===== config.mk =====
export PLATFORM = sky130hd
export DESIGN_NAME = serial_eq_comparator
export DESIGN_NICKNAME = d
export VERILOG_FILES = /design/src/rtl/serial_eq_comparator.sv
export SDC_FILE = /design/constraint.sdc
export NUM_CORES = 1
export LEC_CHECK = 0
export CAP_MARGIN = 15
export CORE_ASPECT_RATIO = 0.9
export CORE_MARGIN = 1
export CORE_UTILIZATION = 40
export DETAILED_ROUTE_END_ITERATION = 12
export PLACE_DENSITY = 0.69
export SYNTH_ARGS = -nofsm -noshare
export SYNTH_HDL_FRONTEND = slang
export SYNTH_SLANG_ARGS = --single-unit

===== constraint.sdc =====
create_clock -name clk -period 1.2 [get_ports clk]
set_input_delay 0.18 -clock clk [delete_from_list [all_inputs] [get_ports clk]]
set_output_delay 0.18 -clock clk [all_outputs]
set_load 0.01 [all_outputs]

===== src/rtl/serial_eq_comparator.sv =====
// Bit-serial equality comparator: operands shift out LSB-first through a single xnor_gate
// cell, and the block reports equal/not-equal plus the lowest mismatching bit index.

module xnor_gate (
    input  logic a,
    input  logic b,
    output logic y
);
    assign y = ~(a ^ b);
endmodule

module serial_eq_comparator #(
    parameter int unsigned WIDTH      = 8,
    parameter int unsigned EARLY_EXIT = 1,
    parameter int unsigned IDX_W      = $clog2(WIDTH)
) (
    input  logic             clk,
    input  logic             reset,
    input  logic             in_valid,
    output logic             in_ready,
    input  logic [WIDTH-1:0] a,
    input  logic [WIDTH-1:0] b,
    output logic             out_valid,
    input  logic             out_ready,
    output logic             eq,
    output logic [IDX_W-1:0] mismatch_idx,
    output logic             busy
);
    typedef enum logic [1:0] {StIdle, StRun, StDone} state_e;

    localparam logic [IDX_W:0] CntLast = (IDX_W+1)'(WIDTH - 1);
    localparam logic [IDX_W:0] CntOne  = (IDX_W+1)'(1);

    state_e           state_q, state_d;
    logic [WIDTH-1:0] a_sh_q, b_sh_q;
    logic             match_q;
    logic [IDX_W:0]   cnt_q;
    logic             eq_q;
    logic [IDX_W-1:0] idx_q;
    logic             xnor_out;
    logic             accept;
    logic             last_bit;
    logic             early_stop;

    xnor_gate u_xnor (
        .a (a_sh_q[0]),
        .b (b_sh_q[0]),
        .y (xnor_out)
    );

    assign accept     = (state_q == StIdle) && in_valid;
    assign last_bit   = (cnt_q == CntLast);
    assign early_stop = (EARLY_EXIT != 0) && !xnor_out;

    always_ff @(posedge clk) begin
        if (reset) begin
            state_q <= StIdle;
        end else begin
            state_q <= state_d;
        end
    end

    always_comb begin
        state_d = state_q;
        case (state_q)
            StIdle:  if (in_valid) state_d = StRun;
            StRun:   if (early_stop || last_bit) state_d = StDone;
            StDone:  if (out_ready) state_d = StIdle;
            default: state_d = StIdle;
        endcase
    end

    always_comb begin
        in_ready  = (state_q == StIdle);
        busy      = (state_q == StRun);
        out_valid = (state_q == StDone);
    end

    always_ff @(posedge clk) begin
        if (reset) begin
            a_sh_q  <= '0;
            b_sh_q  <= '0;
            match_q <= 1'b0;
            cnt_q   <= '0;
            eq_q    <= 1'b0;
            idx_q   <= '0;
        end else if (accept) begin
            a_sh_q  <= a;
            b_sh_q  <= b;
            match_q <= 1'b1;
            cnt_q   <= '0;
            eq_q    <= 1'b0;
            idx_q   <= '0;
        end else if (state_q == StRun) begin
            match_q <= match_q & xnor_out;
            a_sh_q  <= a_sh_q >> 1;
            b_sh_q  <= b_sh_q >> 1;
            cnt_q   <= cnt_q + CntOne;
            // Only the first mismatch is latched, so the lowest index wins.
            if (!xnor_out && match_q) begin
                idx_q <= cnt_q[IDX_W-1:0];
            end
            if (early_stop || last_bit) begin
                eq_q <= match_q & xnor_out;
            end
        end
    end

    assign eq           = eq_q;
    assign mismatch_idx = idx_q;

endmodule


==> impl_metrics.ini <==
[setup_path]
startpoint_type = flop
slowest_stage = sky130_fd_sc_hd__dfxtp_2
rr_endpoint = a_sh_q[1]
worst-path-buf-inv = 4
critPathCaptureType = flop
worst-r2r-cell-count = 7
cp_max_fo = 8
crit_path_cell_trace = buf_12, buf_8, nor3b_4, buf_6, clkbuf_16, a22oi_2, a21oi_1
worst-setup-path-type = reg2reg
worst-endpoint-required_ns = 1.47
worst-path-stages = 7
timing.rr.start = state_q[1]
max_stage_delay_ns = 0.36
worst-r2r-setup-slack_ns = -0.12
critical_path.top_delay_family = buffers and inverters
crit_path_start = state_q[1]
crit_arrival_ns = 1.60
worst_setup_path_endpoint = a_sh_q[1]

[hold_path]
hold_path_startpoint = b[7]
min-delay-path-class = in2reg

[floorplanning]
design.die.area_sq_mm = 0.00319
die-height_um = 53.7
chipWidth_um = 59.4
start_util_pct = 42.5
core_region_area_sq_mm = 0.00279
io_pins = 27
row_count = 18

[clock_network]
worst_skew_pair.late_latency_ns = 0.33
cts.htree.levels = 1
tritoncts = built
cts.clk_slew.worst_paths_ns = 0.14
cts.path.max_buffers = 2
cts.sink_count = 27
clk_root_buffer_cell = sky130_fd_sc_hd__clkbuf_4
inserted_clock_buffers = 3
post_cts_hold_buffer_count = 0

[synthesis]
share_of_yosys_cell_area_claimed_by_the_top_area_cell_type_pct = 45.5
postSynth.topFlopCell = sky130_fd_sc_hd__dfxtp_1
net_count_after_synthesis = 151
yosys-top-cells-area = sky130_fd_sc_hd__dfxtp_1, sky130_fd_sc_hd__a21oi_1, sky130_fd_sc_hd__a22oi_1
yosysWarnings = 0
post_synth_inst_count = 130
mappedNetlistArea_sq_mm = 0.00119
synth_enable_flop_cells = 0
synth_seq_cells = 27
synth_seq_area_share_pct = 45.5
post_synth_num_cell_types = 30
async_flop_share_pct = 0
post-synth-top-area-cell = sky130_fd_sc_hd__dfxtp_1
postSynthAreaPerCell_sq_um = 9.13

[sta]
report.final.setup_viol = 28
report.final.hold_viol_count = 0
finalCriticalPeriod_ns = 1.32
layout_skew_ns = 0.00168
grt_setup_unrepaired = yes
layout_setup_ws_ns = -0.122
slew_headroom_pct = 78.4
worst-slew-pin-transition_ns = 0.324
fin_crit_sh_pct = 110
timing.hold.ws_ns = 0.389
pins_over_slew_limit = 0
fmax_mhz = 757

[routing]
initialDrtViolationCount = 37
antenna_violating_nets_post_route = 0
top_layer_used = met4
wl_per_cell_um = 13.7
routed_wire_length_um = 2820
avgViaCountPerCell = 5.24
route.vias.total = 1080
route.met2.wl_um = 1420
met3_length_um = 124
drc_errors = 0
drt-met1-wl_um = 1230
dr.pass1.iters = 4

[power]
cellLeakagePower_nw = 0.618
power-per-cell-area_mw_per_mm2 = 1070
total_power_w = 0.00189
ir_drop_mv = 0.707

[outcome]
run_status = finished, violations left
violated_checks = negative setup slack

[global_routing]
grt_start_max_net_pins = 21
global_route.usage.total_pct = 18.6
grt-ovfl-total = 0
antenna_found_initial = 0
grt_pass1_wl_um = 4280
first_global_vias = 947

[final_layout]
synthToLayoutAreaGrowth_pct = 48.4
fin_nets = 188
commonest_cells_after_routing_fill_and_taps_aside = sky130_fd_sc_hd__dfxtp_1, sky130_fd_sc_hd__clkdlybuf4s50_1, sky130_fd_sc_hd__nand2_1, sky130_fd_sc_hd__a21oi_2, sky130_fd_sc_hd__a21oi_1
filler_cell_count = 253
antennaDiodeCount = 0
drive_above_1_share_pct = 34.3
mostFrequentLayoutCell = sky130_fd_sc_hd__dfxtp_1

[placed_design]
buffer_ports.inserted = 26
detailed_place_hpwl_um = 1840
pre_cts_slack_ns = -0.217
gp_routability_congestion = 0.709

[flow_run]
max-cap-violations = 0
[where the power goes]
| group | leakage, nW | internal (W) | switching, W |
|---|---|---|---|
| clock | 0.0150 | 0.000131 | 0.000270 |
| combinational | 0.381 | 0.000261 | 0.000231 |
| sequential | 0.222 | 0.000951 | 0.0000477 |
[state kept, by name, summed over array words and instances (netlist names)]
register	cells
mismatch_idx	3
a_sh_q	8
match_q	1
eq	1
b_sh_q	8
state_q	2
cnt_q	4
[layer usage]
metal | up-vias | global-route usage, %
met3 | 4 | 5.53
met1 | 519 | 21.1
met4 | 0 | 7.14
li1 | 536 | -
met2 | 21 | 33.0
met5 | - | 0
[cell usage after synthesis (2+ instances only)]
cell / count
sky130_fd_sc_hd__nand3b_1: 3
sky130_fd_sc_hd__xor2_1: 2
sky130_fd_sc_hd__xnor2_1: 2
sky130_fd_sc_hd__dfxtp_1: 27
sky130_fd_sc_hd__buf_6: 5
sky130_fd_sc_hd__nor2_1: 4
sky130_fd_sc_hd__a22oi_1: 11
sky130_fd_sc_hd__nand3_1: 5
sky130_fd_sc_hd__a22oi_2: 3
sky130_fd_sc_hd__nor2b_1: 2
sky130_fd_sc_hd__a21oi_1: 23
sky130_fd_sc_hd__nand4_1: 3
sky130_fd_sc_hd__clkbuf_1: 2
sky130_fd_sc_hd__o21ai_0: 5
sky130_fd_sc_hd__nand2_1: 18
[per-stage QoR]
stage	instance area [sq um]	util [%]	TNS, ns	std cells
2_1_floorplan	1200	-	0	130
3_3_place_gp	1530	54.9	-3.81	198
3_5_place_dp	1530	54.9	-4.72	198
4_1_cts	1630	58.4	-1.92	203
5_1_grt	1760	63.1	-4.10	206
6_report	1760	63.1	-2.54	206
[worst min-delay path by stage]
stage	endpoint	slack (ns)	cells past startpoint
final	b_sh_q[7]	0.39	3
after global routing	b_sh_q[7]	0.40	3
after CTS	b_sh_q[7]	0.37	3
after detailed placement	a_sh_q[4]	0.45	2
after global placement	b_sh_q[1]	0.44	2
after floorplan	a_sh_q[7]	0.32	2
[tightest hold or removal path, stage by stage]
cell and delay, ns:
sky130_fd_sc_hd__clkdlybuf4s50_1 0.39, sky130_fd_sc_hd__nand2_1 0.07, sky130_fd_sc_hd__a21oi_2 0.05
[final cells by class]
class	instances	area [sq um]	area share, %
timing repair buffer	41	450	25.6
multi-input combinational	92	681	38.6
sequential	27	547	31.0
tap	40	50.0	2.84
clock buffer	4	26.3	1.49
inverter	2	7.51	0.426
[what timing repair did]
action / CTS / global route
setup buffers: 1 / 1
setup endpoints to repair: 20 / 31
cloned: 0 / 2
pin swaps: 7 / 10
resized for setup: 31 / 24
[logic make-up after synthesis]
| logic type | share of synthesized area, % |
|---|---|
| compound gates | 24.7 |
| simple gates | 18.8 |
| flops | 45.5 |
| buf+inv | 7.06 |
| xor+xnor | 2.95 |
| fa+ha+maj | 1.05 |
Note: power is estimated with default switching activity, not from simulation.
==> edit (same settings) <==
Set the parameter `WIDTH` to 32 (it was 8).
--- a/src/rtl/serial_eq_comparator.sv
+++ b/src/rtl/serial_eq_comparator.sv
@@ -10,7 +10,7 @@
 endmodule
 
 module serial_eq_comparator #(
-    parameter int unsigned WIDTH      = 8,
+    parameter int unsigned WIDTH      = 32,
     parameter int unsigned EARLY_EXIT = 1,
     parameter int unsigned IDX_W      = $clog2(WIDTH)
 ) (
Interface: changed (resized a, b and mismatch_idx); port bits go from 27 to 77. No check against the original RTL was run, so the function may have changed too.
==> edit against the original RTL <==
  * The run still ends with setup timing left
  * Clock power rose to 5.5 times the old value
  * Sequential cell count up 52
  * Power rose to 3.4 times the old value
  * First-iteration DRC count rose to 4.0 times the old value
  * Design area rose to 2.7 times the old value
  * Utilization down 0.39 points
  * Non-clock buffer count up 78
  * Worst hold slack worse by 170 ps
  * Worst setup slack worse by 81 ps
  * Routed wire length rose to 3.1 times the old value
  * Synthesized area rose to 2.7 times the old value
  * Final cell count rose to 2.7 times the old value
  * Largest cell class is now flip-flops and latches
==> edit: results (changes against the original RTL) <==
- The CTS H-tree depth is 3 (+2).
- The peak per-stage delay on the critical path is 430 ps (+70 ps).
- The root buffer cell is clkbuf_8.
- Sorting the synthesized cells by area gives the leading types as dfxtp_1 (49%), a22oi_1 (15%), a21oi_1 (12%).
- The leakage component of the power is 1.734 nW (+180%).
- The normalized max-slew margin is 72.50% (-5.9 points).
- The checks that failed: setup timing.
- The routability congestion estimate is 0.7800 (+10%).
- The clock-pin slew of the registers on the worst-case setup and hold paths was 80 ps (-60 ps).
- The maximum resistive drop on vdd was 0.0007570 V (+7.1%).
- The clock network power consumption is 2.20 mW (+450%).
- The number of port buffers is 76 (+190%).
- The DRC marker count from the first detailed-route iteration was 147 (+300%).
- The final worst clock skew is 7.825 ps (+6.141 ps).
- The clock insertion delay at the later pin of the skew report is 350 ps (+20 ps).
- The clock buffer count from CTS was 9 (+6).
- The HPWL reported at the end of detailed placement is 5.004 mm (+170%).
- Among all stages on the critical path, the largest delay is contributed by or4_4.
- The number of cells upsized or downsized after cts was 36 (+16%).
- The final setup TNS was -7042 ps (-4500 ps).
- The xor-xnor portion of the synthesized cell area is 1.095% (-1.9 points).
- The origin of the worst min-delay path is reset.
- The flow ran to the end, but the final reports show violations.
- The setup slack after layout came to -202.7 ps (-81.13 ps).
- The number of nets in the synthesized netlist is 431 (+190%).
- The wire length per cell is 15.84 um (+16%).
- The post-detailed-placement cell area is 4169 sq um (+170%).
- The count of endpoints failing setup in the final report is 81 (+190%).
- The adder-cell area share of the yosys netlist is 0.3912% (-0.66 points).
- The global-route wire length before repair came to 13.83 mm (+220%).
- The number of global-route vias before repair is 2931 (+210%).
- Counting instances in the post-synthesis netlist gives the leading cell types as dfxtp_1 (79), a21oi_1 (76), nand2_1 (68).
- The post-synthesis sequential area ratio is 49.45% (+3.9 points).
- The kind of cell adding the most delay to the critical path is simple AND/OR/NAND/NOR gates.
- The path depth of the worst reg2reg path was 5 (-2).
- The worst hold path terminates at state_q[1].
- The worst path arrival time is 1690 ps (+90 ps).
- The sequential group power was 2.91 mW (+190%).
- The post-synthesis average cell area came to 8.834 sq um (-3.3%).
- The number of library cell types mapped by synthesis came to 33 (+10%).
- The largest net degree at the start of global routing is 41 (+95%).
- The ratio of routed vias to standard cells is 5.440 (+3.8%).
- The maximum fanout encountered on the critical timing path is 5 (-3).
## edit: layout make-up
class                   count  area [sq um]
clock buffers              10         137.6
clock inverters             5         81.33
fillers                   653          2856
inverters                   2         10.01
multi-input cells         250          1583
flip-flops and latches     79          1595
well taps                  96         120.1
repair buffers            119          1274
## edit: metrics by stage
stage | worst slack, ps | util, % | hold WS [ps]
6_report | -202.7 | 62.70 | 220.0
5_1_grt | -238.1 | 62.70 | 245.8
4_1_cts | -201.2 | 61.05 | 208.4
3_5_place_dp | -444.6 | 54.44 | 446.9
3_3_place_gp | -410.6 | 54.44 | 441.9
2_1_floorplan | -14.37 | - | 316.0
## edit: per-layer routing
metal | vias to the layer above | track usage [%] | routed length, um
met2 | 94 | 35.53 | 4311
met1 | 1426 | 27.64 | 3903
met3 | 15 | 5.877 | 485
met5 | - | 0 | 0
li1 | 1517 | - | -
met4 | 0 | 7.598 | 186
